`config.mk`:
```
export PLATFORM = sky130hd
export DESIGN_NAME = pcd_miller_framer_flat
export DESIGN_NICKNAME = d
export VERILOG_FILES = /design/src/rtl/rfid_pcd_pkg.sv /design/src/rtl/pcd_miller_framer_if.sv /design/src/rtl/pcd_miller_framer_symbol_gen.sv /design/src/rtl/pcd_miller_framer.sv /design/src/flat_wrapper.sv
export SDC_FILE = /design/constraint.sdc
export NUM_CORES = 1
export LEC_CHECK = 0
export CAP_MARGIN = 20
export CORE_MARGIN = 8
export CORE_UTILIZATION = 25
export CTS_CLUSTER_DIAMETER = 60
export DETAILED_ROUTE_END_ITERATION = 16
export HOLD_SLACK_MARGIN = 0.08
export PLACE_DENSITY = 0.52
export SLEW_MARGIN = 10
export SYNTH_ARGS = -nofsm -noshare
export SYNTH_HDL_FRONTEND = slang
export SYNTH_SLANG_ARGS = --single-unit
export TNS_END_PERCENT = 10
```
`constraint.sdc`:
```
create_clock -name clk_in -period 7 [get_ports clk_in]
set_clock_uncertainty 0.1 [all_clocks]
set_input_delay 1.75 -clock clk_in [delete_from_list [all_inputs] [get_ports clk_in]]
set_output_delay 1.75 -clock clk_in [all_outputs]
set_load 0.01 [all_outputs]
```
`src/rtl/rfid_pcd_pkg.sv`:
```
// Shared types and CRC_A constants for the ISO 14443-A PCD transmit framer.
package rfid_pcd_pkg;

    typedef enum logic [1:0] {
        SHORT        = 2'd0,
        STANDARD     = 2'd1,
        BIT_ORIENTED = 2'd2
    } frame_mode_t;

    typedef enum logic [1:0] {
        SYM_X = 2'd0,
        SYM_Y = 2'd1,
        SYM_Z = 2'd2
    } miller_sym_t;

    typedef enum logic [2:0] {
        ST_IDLE   = 3'd0,
        ST_SOC    = 3'd1,
        ST_DATA   = 3'd2,
        ST_PARITY = 3'd3,
        ST_CRC    = 3'd4,
        ST_EOC0   = 3'd5,
        ST_EOCY   = 3'd6
    } framer_state_t;

    localparam logic [15:0] CRC_A_INIT = 16'h6363;
    localparam logic [15:0] CRC_A_POLY = 16'h8408;

    function automatic logic [15:0] crc_a_step(input logic [15:0] crc, input logic b);
        logic [15:0] shifted;
        shifted = {1'b0, crc[15:1]};
        return (crc[0] ^ b) ? (shifted ^ CRC_A_POLY) : shifted;
    endfunction

endpackage

```
`src/rtl/pcd_miller_framer_if.sv`:
```
// Request/status bundle between the reader command FSM and the Miller framer.
interface pcd_miller_framer_if #(
    parameter int MAX_BYTES = 16
);
    localparam int NBW = $clog2(MAX_BYTES + 1);

    logic [8*MAX_BYTES-1:0] data_in;
    logic [NBW-1:0]         num_bytes_in;
    logic [2:0]             last_bits_in;
    logic [1:0]             mode_in;
    logic                   crc_en_in;
    logic                   trigger_in;
    logic                   busy_out;
    logic                   done_out;
    logic                   err_out;
    logic                   amp_out;

    modport master (
        output data_in, num_bytes_in, last_bits_in, mode_in, crc_en_in, trigger_in,
        input  busy_out, done_out, err_out, amp_out
    );

    modport slave (
        input  data_in, num_bytes_in, last_bits_in, mode_in, crc_en_in, trigger_in,
        output busy_out, done_out, err_out, amp_out
    );
endinterface

```
`src/rtl/pcd_miller_framer_symbol_gen.sv`:
```
// Plays one modified-Miller symbol per TICKS_PER_BIT ticks; next symbol loads on sym_done.
module miller_symbol_gen
    import rfid_pcd_pkg::*;
#(
    parameter int TICKS_PER_BIT = 4,
    parameter int PAUSE_TICKS   = 1
) (
    input  logic        clk_in,
    input  logic        rst_in,
    input  logic        sym_valid,
    input  miller_sym_t sym,
    output logic        sym_done,
    output logic        amp
);
    localparam int TW = (TICKS_PER_BIT > 2) ? $clog2(TICKS_PER_BIT) : 1;
    localparam int HALF = TICKS_PER_BIT / 2;

    logic          active;
    miller_sym_t   cur_sym;
    logic [TW-1:0] cnt;
    logic          pause;
    int            c;

    always_ff @(posedge clk_in) begin
        if (rst_in) begin
            active  <= 1'b0;
            cur_sym <= SYM_Y;
            cnt     <= '0;
        end else if (sym_valid) begin
            active  <= 1'b1;
            cur_sym <= sym;
            cnt     <= TW'(TICKS_PER_BIT - 1);
        end else if (sym_done) begin
            active <= 1'b0;
        end else if (active) begin
            cnt <= cnt - 1'b1;
        end
    end

    assign sym_done = active && (cnt == '0);

    // cnt counts down, so tick index t = TICKS_PER_BIT-1-cnt
    always_comb begin
        c     = int'(cnt);
        pause = 1'b0;
        case (cur_sym)
            SYM_X:   pause = (c >= HALF - PAUSE_TICKS) && (c <= HALF - 1);
            SYM_Z:   pause = (c >= TICKS_PER_BIT - PAUSE_TICKS);
            default: pause = 1'b0;
        endcase
        amp = !(active && pause);
    end

endmodule

```
`src/rtl/pcd_miller_framer.sv`:
```
// ISO 14443-A PCD transmit framer: serialises a latched request as modified-Miller ticks.
// state     | meaning
// ST_IDLE   | carrier on, waiting for trigger
// ST_SOC    | start-of-communication Z symbol
// ST_DATA   | payload bit (LSB first)
// ST_PARITY | odd parity after a full byte (payload or CRC)
// ST_CRC    | CRC_A bit, low byte first
// ST_EOC0   | end-of-communication logic 0
// ST_EOCY   | trailing Y symbol
module pcd_miller_framer
    import rfid_pcd_pkg::*;
#(
    parameter int MAX_BYTES     = 16,
    parameter int TICKS_PER_BIT = 4,
    parameter int PAUSE_TICKS   = 1
) (
    input logic                 clk_in,
    input logic                 rst_in,
    pcd_miller_framer_if.slave  bus
);
    localparam int NBW = $clog2(MAX_BYTES + 1);

    framer_state_t          state, state_nx;
    logic [8*MAX_BYTES-1:0] data_q, data_sh;
    logic [NBW-1:0]         n_q, byte_idx, byte_nx;
    logic [2:0]             lb_q, bit_idx, bit_nx;
    frame_mode_t            mode_q;
    logic                   crc_en_q, par_q, prev_q, done_q, err_q;
    logic [15:0]            crc_q;
    logic                   push, tx_bit, soc_push, eocy_push, accept, reject, req_ok, sym_done;
    logic [3:0]             byte_bits;
    miller_sym_t            tx_sym;

    assign req_ok = (bus.mode_in != 2'd3)
                 && (bus.num_bytes_in <= NBW'(MAX_BYTES))
                 && !((bus.num_bytes_in == '0) && (bus.mode_in != 2'd0))
                 && !(bus.crc_en_in && (bus.mode_in != 2'd1));

    always_comb begin
        if (mode_q == SHORT)
            byte_bits = 4'd7;
        else if ((mode_q == BIT_ORIENTED) && (lb_q != 3'd0) && (byte_idx == n_q - NBW'(1)))
            byte_bits = {1'b0, lb_q};
        else
            byte_bits = 4'd8;
    end

    always_comb begin
        state_nx  = state;
        byte_nx   = byte_idx;
        bit_nx    = bit_idx;
        push      = 1'b0;
        tx_bit    = 1'b0;
        soc_push  = 1'b0;
        eocy_push = 1'b0;
        accept    = 1'b0;
        reject    = 1'b0;
        case (state)
            ST_IDLE: if (bus.trigger_in) begin
                if (req_ok) begin
                    accept   = 1'b1;
                    push     = 1'b1;
                    soc_push = 1'b1;
                    state_nx = ST_SOC;
                end else begin
                    reject = 1'b1;
                end
            end
            ST_SOC: if (sym_done) begin
                push     = 1'b1;
                state_nx = ST_DATA;
                byte_nx  = '0;
                bit_nx   = '0;
            end
            ST_DATA: if (sym_done) begin
                push = 1'b1;
                if ({1'b0, bit_idx} + 4'd1 < byte_bits) begin
                    bit_nx = bit_idx + 3'd1;
                end else if (byte_bits != 4'd8) begin
                    state_nx = ST_EOC0;
                end else begin
                    state_nx = ST_PARITY;
                    tx_bit   = par_q;
                end
            end
            ST_PARITY: if (sym_done) begin
                push    = 1'b1;
                byte_nx = byte_idx + NBW'(1);
                bit_nx  = '0;
                // byte_idx runs on past n_q through the two CRC bytes
                if (byte_nx < n_q) begin
                    state_nx = ST_DATA;
                end else if (crc_en_q && ((byte_nx == n_q) || (byte_idx == n_q))) begin
                    state_nx = ST_CRC;
                    tx_bit   = crc_q[0];
                end else begin
                    state_nx = ST_EOC0;
                end
            end
            ST_CRC: if (sym_done) begin
                push = 1'b1;
                if (bit_idx == 3'd7) begin
                    state_nx = ST_PARITY;
                    tx_bit   = par_q;
                end else begin
                    bit_nx = bit_idx + 3'd1;
                    tx_bit = crc_q[0];
                end
            end
            ST_EOC0: if (sym_done) begin
                push      = 1'b1;
                eocy_push = 1'b1;
                state_nx  = ST_EOCY;
            end
            ST_EOCY: if (sym_done) state_nx = ST_IDLE;
            default: state_nx = ST_IDLE;
        endcase

        data_sh = data_q >> {byte_nx, bit_nx};
        if (push && (state_nx == ST_DATA)) tx_bit = data_sh[0];

        if (soc_push)       tx_sym = SYM_Z;
        else if (eocy_push) tx_sym = SYM_Y;
        else if (tx_bit)    tx_sym = SYM_X;
        else                tx_sym = prev_q ? SYM_Y : SYM_Z;
    end

    always_ff @(posedge clk_in) begin
        if (rst_in) begin
            state    <= ST_IDLE;
            done_q   <= 1'b0;
            err_q    <= 1'b0;
            prev_q   <= 1'b0;
            par_q    <= 1'b0;
            crc_q    <= CRC_A_INIT;
            data_q   <= '0;
            n_q      <= '0;
            lb_q     <= '0;
            mode_q   <= SHORT;
            crc_en_q <= 1'b0;
            byte_idx <= '0;
            bit_idx  <= '0;
        end else begin
            state  <= state_nx;
            done_q <= (state == ST_EOCY) && sym_done;
            err_q  <= reject;
            if (accept) begin
                data_q   <= bus.data_in;
                n_q      <= bus.num_bytes_in;
                lb_q     <= bus.last_bits_in;
                mode_q   <= frame_mode_t'(bus.mode_in);
                crc_en_q <= bus.crc_en_in;
                crc_q    <= CRC_A_INIT;
            end
            if (push) begin
                byte_idx <= byte_nx;
                bit_idx  <= bit_nx;
                prev_q   <= tx_bit;
                if (state_nx == ST_DATA) crc_q <= crc_a_step(crc_q, tx_bit);
                if (state_nx == ST_CRC)  crc_q <= {1'b0, crc_q[15:1]};
                if ((state_nx == ST_DATA) || (state_nx == ST_CRC))
                    par_q <= (bit_nx == 3'd0) ? ~tx_bit : (par_q ^ tx_bit);
            end
        end
    end

    miller_symbol_gen #(
        .TICKS_PER_BIT (TICKS_PER_BIT),
        .PAUSE_TICKS   (PAUSE_TICKS)
    ) u_sym_gen (
        .clk_in    (clk_in),
        .rst_in    (rst_in),
        .sym_valid (push),
        .sym       (tx_sym),
        .sym_done  (sym_done),
        .amp       (bus.amp_out)
    );

    assign bus.busy_out = (state != ST_IDLE);
    assign bus.done_out = done_q;
    assign bus.err_out  = err_q;

endmodule

```
`src/flat_wrapper.sv`:
```
// flat-port wrapper written by rule: the top's interface ports become plain ports
module pcd_miller_framer_flat import rfid_pcd_pkg::*;
#(
    parameter int MAX_BYTES     = 16,
    parameter int TICKS_PER_BIT = 4,
    parameter int PAUSE_TICKS   = 1
)
  (clk_in, rst_in, bus_data_in, bus_num_bytes_in, bus_last_bits_in, bus_mode_in, bus_crc_en_in, bus_trigger_in, bus_busy_out, bus_done_out, bus_err_out, bus_amp_out);
  pcd_miller_framer_if #(.MAX_BYTES(MAX_BYTES)) bus_i ();
  input logic clk_in;
  input logic rst_in;
  input wire logic [$bits(bus_i.data_in)-1:0] bus_data_in;
  input wire logic [$bits(bus_i.num_bytes_in)-1:0] bus_num_bytes_in;
  input wire logic [$bits(bus_i.last_bits_in)-1:0] bus_last_bits_in;
  input wire logic [$bits(bus_i.mode_in)-1:0] bus_mode_in;
  input wire logic [$bits(bus_i.crc_en_in)-1:0] bus_crc_en_in;
  input wire logic [$bits(bus_i.trigger_in)-1:0] bus_trigger_in;
  output wire logic [$bits(bus_i.busy_out)-1:0] bus_busy_out;
  output wire logic [$bits(bus_i.done_out)-1:0] bus_done_out;
  output wire logic [$bits(bus_i.err_out)-1:0] bus_err_out;
  output wire logic [$bits(bus_i.amp_out)-1:0] bus_amp_out;
  assign bus_i.data_in = bus_data_in;
  assign bus_i.num_bytes_in = bus_num_bytes_in;
  assign bus_i.last_bits_in = bus_last_bits_in;
  assign bus_i.mode_in = bus_mode_in;
  assign bus_i.crc_en_in = bus_crc_en_in;
  assign bus_i.trigger_in = bus_trigger_in;
  assign bus_busy_out = bus_i.busy_out;
  assign bus_done_out = bus_i.done_out;
  assign bus_err_out = bus_i.err_out;
  assign bus_amp_out = bus_i.amp_out;
  pcd_miller_framer #(.MAX_BYTES(MAX_BYTES), .TICKS_PER_BIT(TICKS_PER_BIT), .PAUSE_TICKS(PAUSE_TICKS)) u_core (.clk_in(clk_in), .rst_in(rst_in), .bus(bus_i));
endmodule
```
After elaboration in Yosys (flattened, before gate mapping). Index checks and enable logic that the tools add are counted. Widths: inputs -> output; s select.

Flip-flop bits (word level): 175. Input bits: 142. Output and inout bits: 4. Word-level logic and storage cells: 144.

Add/sub/neg operators: 5. $lt $le $gt $ge: 6. Equality and inequality tests: 18. Shift-type cells: 1. Muxes and demuxes: 58. Bitwise operators: 6. Reduce and logical (&&, ||, !) cells: 34.

Operator list (number): $shr 128x8->1 (1); $mux 16 (5); $mux 3 (17); $pmux 3 s7 (1); $mux 1 (19); $eq 3x3->1 const B (5); $eq 5x5->1 (3); $mux 2 (7); $logic_and 1x1->1 (13); $mux 5 (2); $pmux 5 s2 (1); $eq 3x2->1 const B (3); $pmux 3 s3 (1); $mux 4 (2); $logic_not 2->1 (3); $logic_not 3->1 (2); $reduce_bool 2->1 (3); $reduce_bool 3->1 (2); $add 5x1->5 const B (1); $le 5x5->1 const B (1); $logic_not 5->1 (1); $lt 5x5->1 (1); $reduce_or 5->1 (1); $sub 5x1->5 const B (1); other kinds (22) (32).

Depth between registers and ports, before layout. Gate-level depths: netlist of run 1.

Depth after elaboration: 18. Depth in mapped cells: 22. Mapped depth without buffers: 20.

Modules after synthesis. From an unflattened synthesis of run 1, not the netlist that was laid out.

Cell total of the unflattened synthesis: 1179. Area total of the unflattened synthesis: 9075.0 um2.

By module, submodules not included: pcd_miller_framer (times used 1, cells each 1154, area an instance 8821.0 um2, seq. area each 3403.3 um2); miller_symbol_gen (times used 1, cells each 25, area an instance 254.0 um2, seq. area each 100.1 um2).

Worst setup path before layout of run 1. Ideal clock, no wire load.

Kind: register -> register. Start: reg u_core.n_q[1]. End: reg u_core.crc_q[3]. Library setup time: 0.120 ns. Arrival: 4.943 ns. Required time: 6.780 ns. Setup slack: 1.837 ns. Cell stages (with the launch flop): 22. Buffers on the path: 1. Period minus slack after synthesis: 5.163 ns. Cells stage by stage: dfxtp_1 -> inv_1 -> ha_1 -> xnor2_1 -> or4_4 -> a211oi_4 -> or2_2 -> ha_1 -> a211oi_1 -> nand3_1 -> a21oi_1 -> a211oi_2 -> a221o_1 -> buf_4 -> or3_1 -> o22ai_1 -> nor4_2 -> a31oi_1 -> o32ai_2 -> o22ai_4 -> xor3_1 -> o31a_1.

Longest elaborated chain between the ends: 18. Elaborated cells on any way between the ends: 39. Those cells by class: add/sub: 1; order compare: 2; eq/ne: 6; shift: 1; mux: 24; bitwise: 1; reduce/logical: 4.

Ends and longest elaborated chain: start, declared (RTL line pcd_miller_framer.sv:25) `logic [NBW-1:0] n_q, byte_idx, byte_nx;`; start signal, assigned (RTL line pcd_miller_framer.sv:149) `n_q <= bus.num_bytes_in;`; parallel branches: the longest is 16 deep, another holds $sub 5x1->5; $mux 16 * (RTL line pcd_miller_framer.sv:160) `if (state_nx == ST_CRC) crc_q <= {1'b0, crc_q[15:1]};`; $mux 16 * (RTL line pcd_miller_framer.sv:155) `if (push) begin`; end signal, assigned (RTL line pcd_miller_framer.sv:159) `if (state_nx == ST_DATA) crc_q <= crc_a_step(crc_q, tx_bit);`; end signal, assigned (RTL line pcd_miller_framer.sv:160); end, declared (RTL line pcd_miller_framer.sv:29) `logic [15:0] crc_q;`.

Every way passes the cells marked *. A chain may end at the register's enable or synchronous reset.

Final worst setup path of run 1. Ends and elaborated chain as after synthesis.

==> flow_metrics.env, run 1 <==
export IMPL_crit_slowest_cell="a221o_1"
export IMPL_post_dp_hpwl_um=19900
export IMPL_ys_warn_count=0
export IMPL_drv_slew=0
export IMPL_slowest_delay_ns=0.72
export IMPL_grt_use_total_pct=13.2
export IMPL_hold_viol=0
export IMPL_drt_initial_drc_count=501
export IMPL_layout_cells_most_common="nand2_1"
export IMPL_via_count=7862
export IMPL_grt_max_degree=98
export IMPL_cts_hold_buffers=0
export IMPL_crit_type="reg2reg"
export IMPL_cap_violations=0
export IMPL_synth_edf_count=0
export IMPL_end_kind="register"
export IMPL_whs_ns=0.353
export IMPL_cts_tree="done"
export IMPL_synth_nets=1261
export IMPL_drive_gt1_share_pct=6.08
export IMPL_final_core_util_pct=32.6
export IMPL_portBuffers=145
export IMPL_crit_buf_inv=1
export IMPL_cts_sinks=175
export IMPL_grt_pass1_vias=7757
export IMPL_drt_pass1_iterations=4
export IMPL_post_cts_resized=0
export IMPL_root_buffer="clkbuf_16"
export IMPL_vias_per_cell=4.72
export IMPL_dieArea_um2=40400
export IMPL_ys_ff_latch=175
export IMPL_fin_tns_setup_ns=0
export IMPL_ios=146
export IMPL_finalCritPeriodShare_pct=90.3
export IMPL_min_path_type="reg2reg"
export IMPL_tightest_slew_ns=0.999
export IMPL_ir_worst_vdd_mv=0.169
export IMPL_n_fill_cell=3589
export IMPL_layout_nets=1363
export IMPL_synthFlopType="dfxtp_1"
export IMPL_synth_distinct_cells=75
export IMPL_detail_route_antenna_nets=0
export IMPL_arrival_ns=6.54
export IMPL_die_height_um=201
export IMPL_final_cell_mix="nand2_1, a21oi_1, dfxtp_1"
export IMPL_gp_congestion=0.872
export IMPL_routed_wl_um=27400
export IMPL_pwr_density_cell_nw_per_um2=208
export IMPL_core_um2=33600
export IMPL_rows=67
export IMPL_rsz0062_at_grt="false"
export IMPL_netlist_instances=1102
export IMPL_numCtsBuffers=17
export IMPL_layout_min_cycle_time_ns=6.32
export IMPL_cts_htree_levels=4
export IMPL_post_cts_buffers=0
export IMPL_path_delay_family="compound AO/OA/AOI/OAI gates"
export IMPL_fp_dieW_um=201
export IMPL_p_leak_nw=3.99
export IMPL_grt_antenna_before_repair=2
export IMPL_clk_latency_ns=0.43
export IMPL_cp_max_fo=20
export IMPL_finalWorstSetupSlack_ns=0.679
export IMPL_area_growth_pct=27.8
export IMPL_setup_viol=0
export IMPL_clk_pin_slew_ns=0.07
export IMPL_drc=0
export IMPL_worstPathCellList="inv_1 -> ha_1 -> xnor2_1 -> or4_4 -> a211oi_4 -> or2_2 -> ha_1 -> a211oi_1 -> nand3_1 -> a21oi_1 -> a22o_2 -> a221o_1 -> nand3_1 -> o22ai_1 -> nor4_2 -> a31oi_1 -> o32ai_2 -> o22ai_4 -> xor3_1 -> o31a_1"
export IMPL_relSlewSlack_pct=33.4
export IMPL_cp_required_ns=7.22
export IMPL_yosysSeqAreaShare_pct=40.9
export IMPL_async_reset_ff_share_pct=0
export IMPL_diodes=0
export IMPL_grt_pass1_wl_um=43000
export IMPL_status="completed"
export IMPL_overflow=0
export IMPL_fmax_mhz=158
export IMPL_synthesis_area_um2=8560
export IMPL_initial_core_util_pct=25.5
export IMPL_syn_mean_instance_area_um2=7.77
export IMPL_wl_per_cell_um=16.5
export IMPL_cts_buffer_depth=2
export IMPL_startpoint_type="register"
export IMPL_dpl_worst_slack_ns=0.830
==> sequential cells by signal, indices dropped and copies added (netlist names) <==
name and cells:
u_core.bit_idx 3, u_core.bus.done_out 1, u_core.bus.err_out 1, u_core.byte_idx 5
u_core.crc_en_q 1, u_core.crc_q 16, u_core.data_q 128, u_core.lb_q 3
u_core.mode_q 2, u_core.n_q 5, u_core.par_q 1, u_core.prev_q 1
u_core.state 3, u_core.u_sym_gen.active 1, u_core.u_sym_gen.cnt 2, u_core.u_sym_gen.cur_sym 2
==> power by group <==
| part | internal [mW] | leakage (nW) | switching, mW |
|---|---|---|---|
| sequential | 1.03 | 1.42 | 0.0272 |
| combinational | 0.127 | 2.28 | 0.132 |
| clock | 0.480 | 0.290 | 0.479 |
| total | 1.64 | 3.99 | 0.639 |
==> path summary, 6_finish.rpt <==
check | start | to | slack [ns] | cells past startpoint
setup reg to reg | u_core.n_q[1] | u_core.crc_q[3] | 0.68 | 20
hold / removal | u_core.data_q[116] | u_core.data_q[116] | 0.35 | 2
setup / recovery | u_core.n_q[1] | u_core.crc_q[3] | 0.68 | 20
hold reg to reg | u_core.data_q[116] | u_core.data_q[116] | 0.35 | 2
==> final cells by class <==
cell class	instances	area, um2	share of cell area (%)
inverter	20	75.1	0.686
multi-input combinational	832	4660	42.6
clock buffer	17	425	3.89
sequential	175	3500	32.0
timing repair buffer	158	1560	14.2
clock inverter	15	165	1.51
tap	448	561	5.12
==> synth_stat cells (all sizes together), types with 2 or more instances <==
cell     number  area, um2
nand2       321       1210
a21oi       175        876
dfxtp       175       3500
clkbuf       62        233
mux2i        54        541
nor2         47        176
o21ai        32        164
nand3        25        130
nor3         25        125
inv          20       75.1
ha           17        213
buf          13        126
o22ai        12       88.8
o21bai       11       82.6
xnor2         9       78.8
a211oi        7       70.1
mux2          6       67.6
nor2b         6       37.5
nor4          6       43.8
or3           6       38.8
a22oi         5       37.5
a221oi        4       58.8
and3          4       25.0
mux4          4       93.8
a21o          3       22.5
a31oi         3       18.8
nand2b        3       18.8
nand3b        3       22.5
nand4         3       18.8
o21a          3       22.5
or4           3       26.3
xor2          3       26.3
a211o         2       17.5
a221o         2       20.0
a22o          2       18.8
and2          2       12.5
o2111ai       2       17.5
o211ai        2       15.0
o31ai         2       15.0
or2           2       12.5
==> per-stage QoR <==
step | instance area, um2 | power [mW] | instances
2_1_floorplan | 8560 | 1.21 | 1102
3_3_place_gp | 10400 | 1.35 | 1633
3_5_place_dp | 10400 | 1.35 | 1633
4_1_cts | 10900 | 2.31 | 1665
5_1_grt | 10900 | 2.39 | 1665
6_report | 10900 | 2.28 | 1665
==> worst min-delay path, cell delays in order (launching register included) <==
cell and delay (ns):
dfxtp_1 0.31, nand2_1 0.05, a21oi_1 0.05
==> layer usage <==
layer	share of wire [%]	wire [um]	up-vias	track usage, %
li1	-	-	3992	-
met1	47	13000	3664	17.4
met2	46	12500	180	20.9
met3	5.5	1500	22	3.74
met4	1.3	352	4	3.42
met5	0.098	27	-	0
==> kinds of logic (layout without fill, tap and decap cells) <==
| group | after synthesis | count (layout) | synth area share, % |
|---|---|---|---|
| buf+inv | 95 | 210 | 5.07 |
| flops | 175 | 175 | 40.9 |
| fa+ha+maj | 18 | 18 | 2.60 |
| mux | 64 | 64 | 8.20 |
| xor+xnor | 13 | 13 | 1.50 |
| compound gates | 279 | 279 | 19.4 |
| simple gates | 458 | 458 | 22.3 |
Note: power is estimated with default switching activity, not from simulation.
==> inputs of run 2 (changes only) <==
--- a/config.mk
+++ b/config.mk
@@ -5,8 +5,7 @@
 export SDC_FILE = /design/constraint.sdc
 export NUM_CORES = 1
 export LEC_CHECK = 0
-export CAP_MARGIN = 20
-export CORE_MARGIN = 8
+export CAP_MARGIN = 5
 export CORE_UTILIZATION = 25
 export CTS_CLUSTER_DIAMETER = 60
 export DETAILED_ROUTE_END_ITERATION = 16
@@ -16,4 +15,4 @@
 export SYNTH_ARGS = -nofsm -noshare
 export SYNTH_HDL_FRONTEND = slang
 export SYNTH_SLANG_ARGS = --single-unit
-export TNS_END_PERCENT = 10
+export TNS_END_PERCENT = 5
==> run 2 against run 1 <==
Compared with the run above: combinational power about the same; largest cell class unchanged; flip-flop and latch count unchanged; core utilization down 0.074 points; critical endpoint is now u_core.par_q; critical path depth up 1.
==> flow_metrics.env, run 2 (synthesized netlist as in run 1, its figures left out) <==
export IMPL_clk_latency_ns=0.44
export IMPL_drv_slew=0
export IMPL_die_height_um=187
export IMPL_post_dp_hpwl_um=18900
export IMPL_grt_antenna_before_repair=0
export IMPL_grt_pass1_wl_um=41400
export IMPL_fmax_mhz=160
export IMPL_n_fill_cell=3540
export IMPL_root_buffer="clkbuf_16"
export IMPL_core_um2=33600
export IMPL_diodes=0
export IMPL_drt_initial_drc_count=507
export IMPL_cts_sinks=175
export IMPL_fp_dieW_um=187
export IMPL_crit_type="reg2reg"
export IMPL_rows=67
export IMPL_drive_gt1_share_pct=6.00
export IMPL_register_area_um2=3500
export IMPL_cap_violations=0
export IMPL_dieArea_um2=35000
export IMPL_intPower_mw=1.64
export IMPL_arrival_ns=6.49
export IMPL_portBuffers=145
export IMPL_min_path_type="reg2reg"
export IMPL_drc=0
export IMPL_met1_length_um=12300
export IMPL_r2r_cells=21
export IMPL_relSlewSlack_pct=31.2
export IMPL_cp_max_fo=36
export IMPL_finalCritPeriodShare_pct=89.0
export IMPL_power_total_mw=2.24
export IMPL_final_core_util_pct=32.5
export IMPL_largest_register_ffs=128
export IMPL_final_cell_mix="nand2_1, a21oi_1, dfxtp_1"
export IMPL_grt_use_total_pct=15.0
export IMPL_reg_top3="u_core.data_q (128), u_core.crc_q (16)"
export IMPL_routed_wl_um=26300
export IMPL_top_layer="met4"
export IMPL_wl_met3_um=1530
export IMPL_top_register="u_core.data_q"
export IMPL_drt_pass1_iterations=5
export IMPL_status="completed"
export IMPL_cts_buffer_depth=2
export IMPL_seq_power_share_pct=47.4
export IMPL_combPwrFrac_pct=11.4
export IMPL_cts_hold_buffers=0
export IMPL_cp_required_ns=7.25
export IMPL_layout_min_cycle_time_ns=6.23
export IMPL_end_kind="register"
export IMPL_gp_congestion=0.820
export IMPL_ios=146
export IMPL_fin_tns_setup_ns=0
export IMPL_tightest_slew_ns=1.03
export IMPL_min_path_cells=2
export IMPL_hold_viol=0
export IMPL_post_cts_buffers=0
export IMPL_cts_tree="done"
export IMPL_numCtsBuffers=17
export IMPL_pwr_share_clk_pct=41.2
export IMPL_layout_cells_most_common="nand2_1"
export IMPL_finalWorstSetupSlack_ns=0.767
export IMPL_swShare_pct=27.0
export IMPL_cts_htree_levels=4
export IMPL_wl_per_cell_um=15.8
export IMPL_pwr_density_cell_nw_per_um2=205
export IMPL_rsz0062_at_grt="false"
export IMPL_p_leak_nw=3.97
export IMPL_setup_viol=0
export IMPL_grt_max_degree=105
export IMPL_via_count=7904
export IMPL_detail_route_antenna_nets=0
export IMPL_power_net_switching_mw=0.605
export IMPL_multi_input_area_um2=4660
export IMPL_reg2reg_setup_slack_ns=0.77
export IMPL_initial_core_util_pct=25.5
export IMPL_area_growth_pct=27.5
export IMPL_grt_pass1_vias=7554
export IMPL_wl_met2_um=11900
export IMPL_overflow=0
export IMPL_layout_nets=1363
export IMPL_clk_pin_slew_ns=0.07
export IMPL_post_cts_resized=0
export IMPL_ir_worst_vdd_mv=0.167
export IMPL_dpl_worst_slack_ns=0.853
export IMPL_vias_per_cell=4.75
export IMPL_startpoint_type="register"
-- run 2: changes by cell type in the layout (fill, tap and decap cells not counted), sizes merged --
| cell | previous run | this run |
|---|---|---|
| clkinv | 8 | 4 |
| clkbuf | 17 | 19 |
| inv | 27 | 26 |
| clkinvlp | 0 | 3 |
-- run 2: layout make-up --
cell class / count / area share (%)
multi-input combinational: 832 / 42.7
sequential: 175 / 32.1
timing repair buffer: 158 / 14.3
tap: 448 / 5.13
clock buffer: 19 / 4.05
clock inverter: 13 / 1.12
inverter: 20 / 0.687
-- run 2: critical path, cell delays in order, from the launching register on --
cell	delay (ns)
dfxtp_1	0.38
inv_1	0.08
ha_1	0.28
xnor2_1	0.13
or4_4	0.55
a211oi_4	0.30
a21oi_1	0.12
ha_1	0.28
o21ai_0	0.08
a21oi_1	0.31
a21oi_1	0.16
a22o_2	0.35
a221oi_4	0.72
buf_12	0.34
mux2i_1	0.44
o22ai_1	0.17
nor3_1	0.22
a21oi_1	0.09
a32oi_1	0.30
o22ai_4	0.18
or3_1	0.39
a31oi_1	0.15
-- run 2: routing by layer --
metal | global-route usage (%) | up-vias
li1 | - | 3990
met1 | 20.2 | 3648
met2 | 24.0 | 238
met3 | 2.96 | 28
met4 | 5.04 | 0
met5 | 0 | -
-- run 2: metrics by stage --
stage                     cell area [um2]  cells  hold WS [ns]
after floorplan                      8560   1102         0.324
after global placement              10400   1633         0.340
after detailed placement            10400   1633         0.346
after CTS                           10900   1665         0.356
after global routing                10900   1665         0.373
final                               10900   1665         0.354
-- run 2: power by group through the flow --
stage	sequential (mW)	clock, mW	combinational [mW]
finish	1.06	0.923	0.256
global route	1.07	0.992	0.284
CTS	1.06	0.945	0.260
detailed placement	1.09	0	0.258
global placement	1.09	0	0.257
floorplan	1.07	0	0.135
-- run 2: path summary, 6_finish.rpt --
| kind | end | startpoint |
|---|---|---|
| min reg2reg | u_core.data_q[6] | u_core.data_q[6] |
| min | u_core.data_q[6] | u_core.data_q[6] |
| max reg2reg | u_core.par_q | u_core.n_q[1] |
| max | u_core.par_q | u_core.n_q[1] |
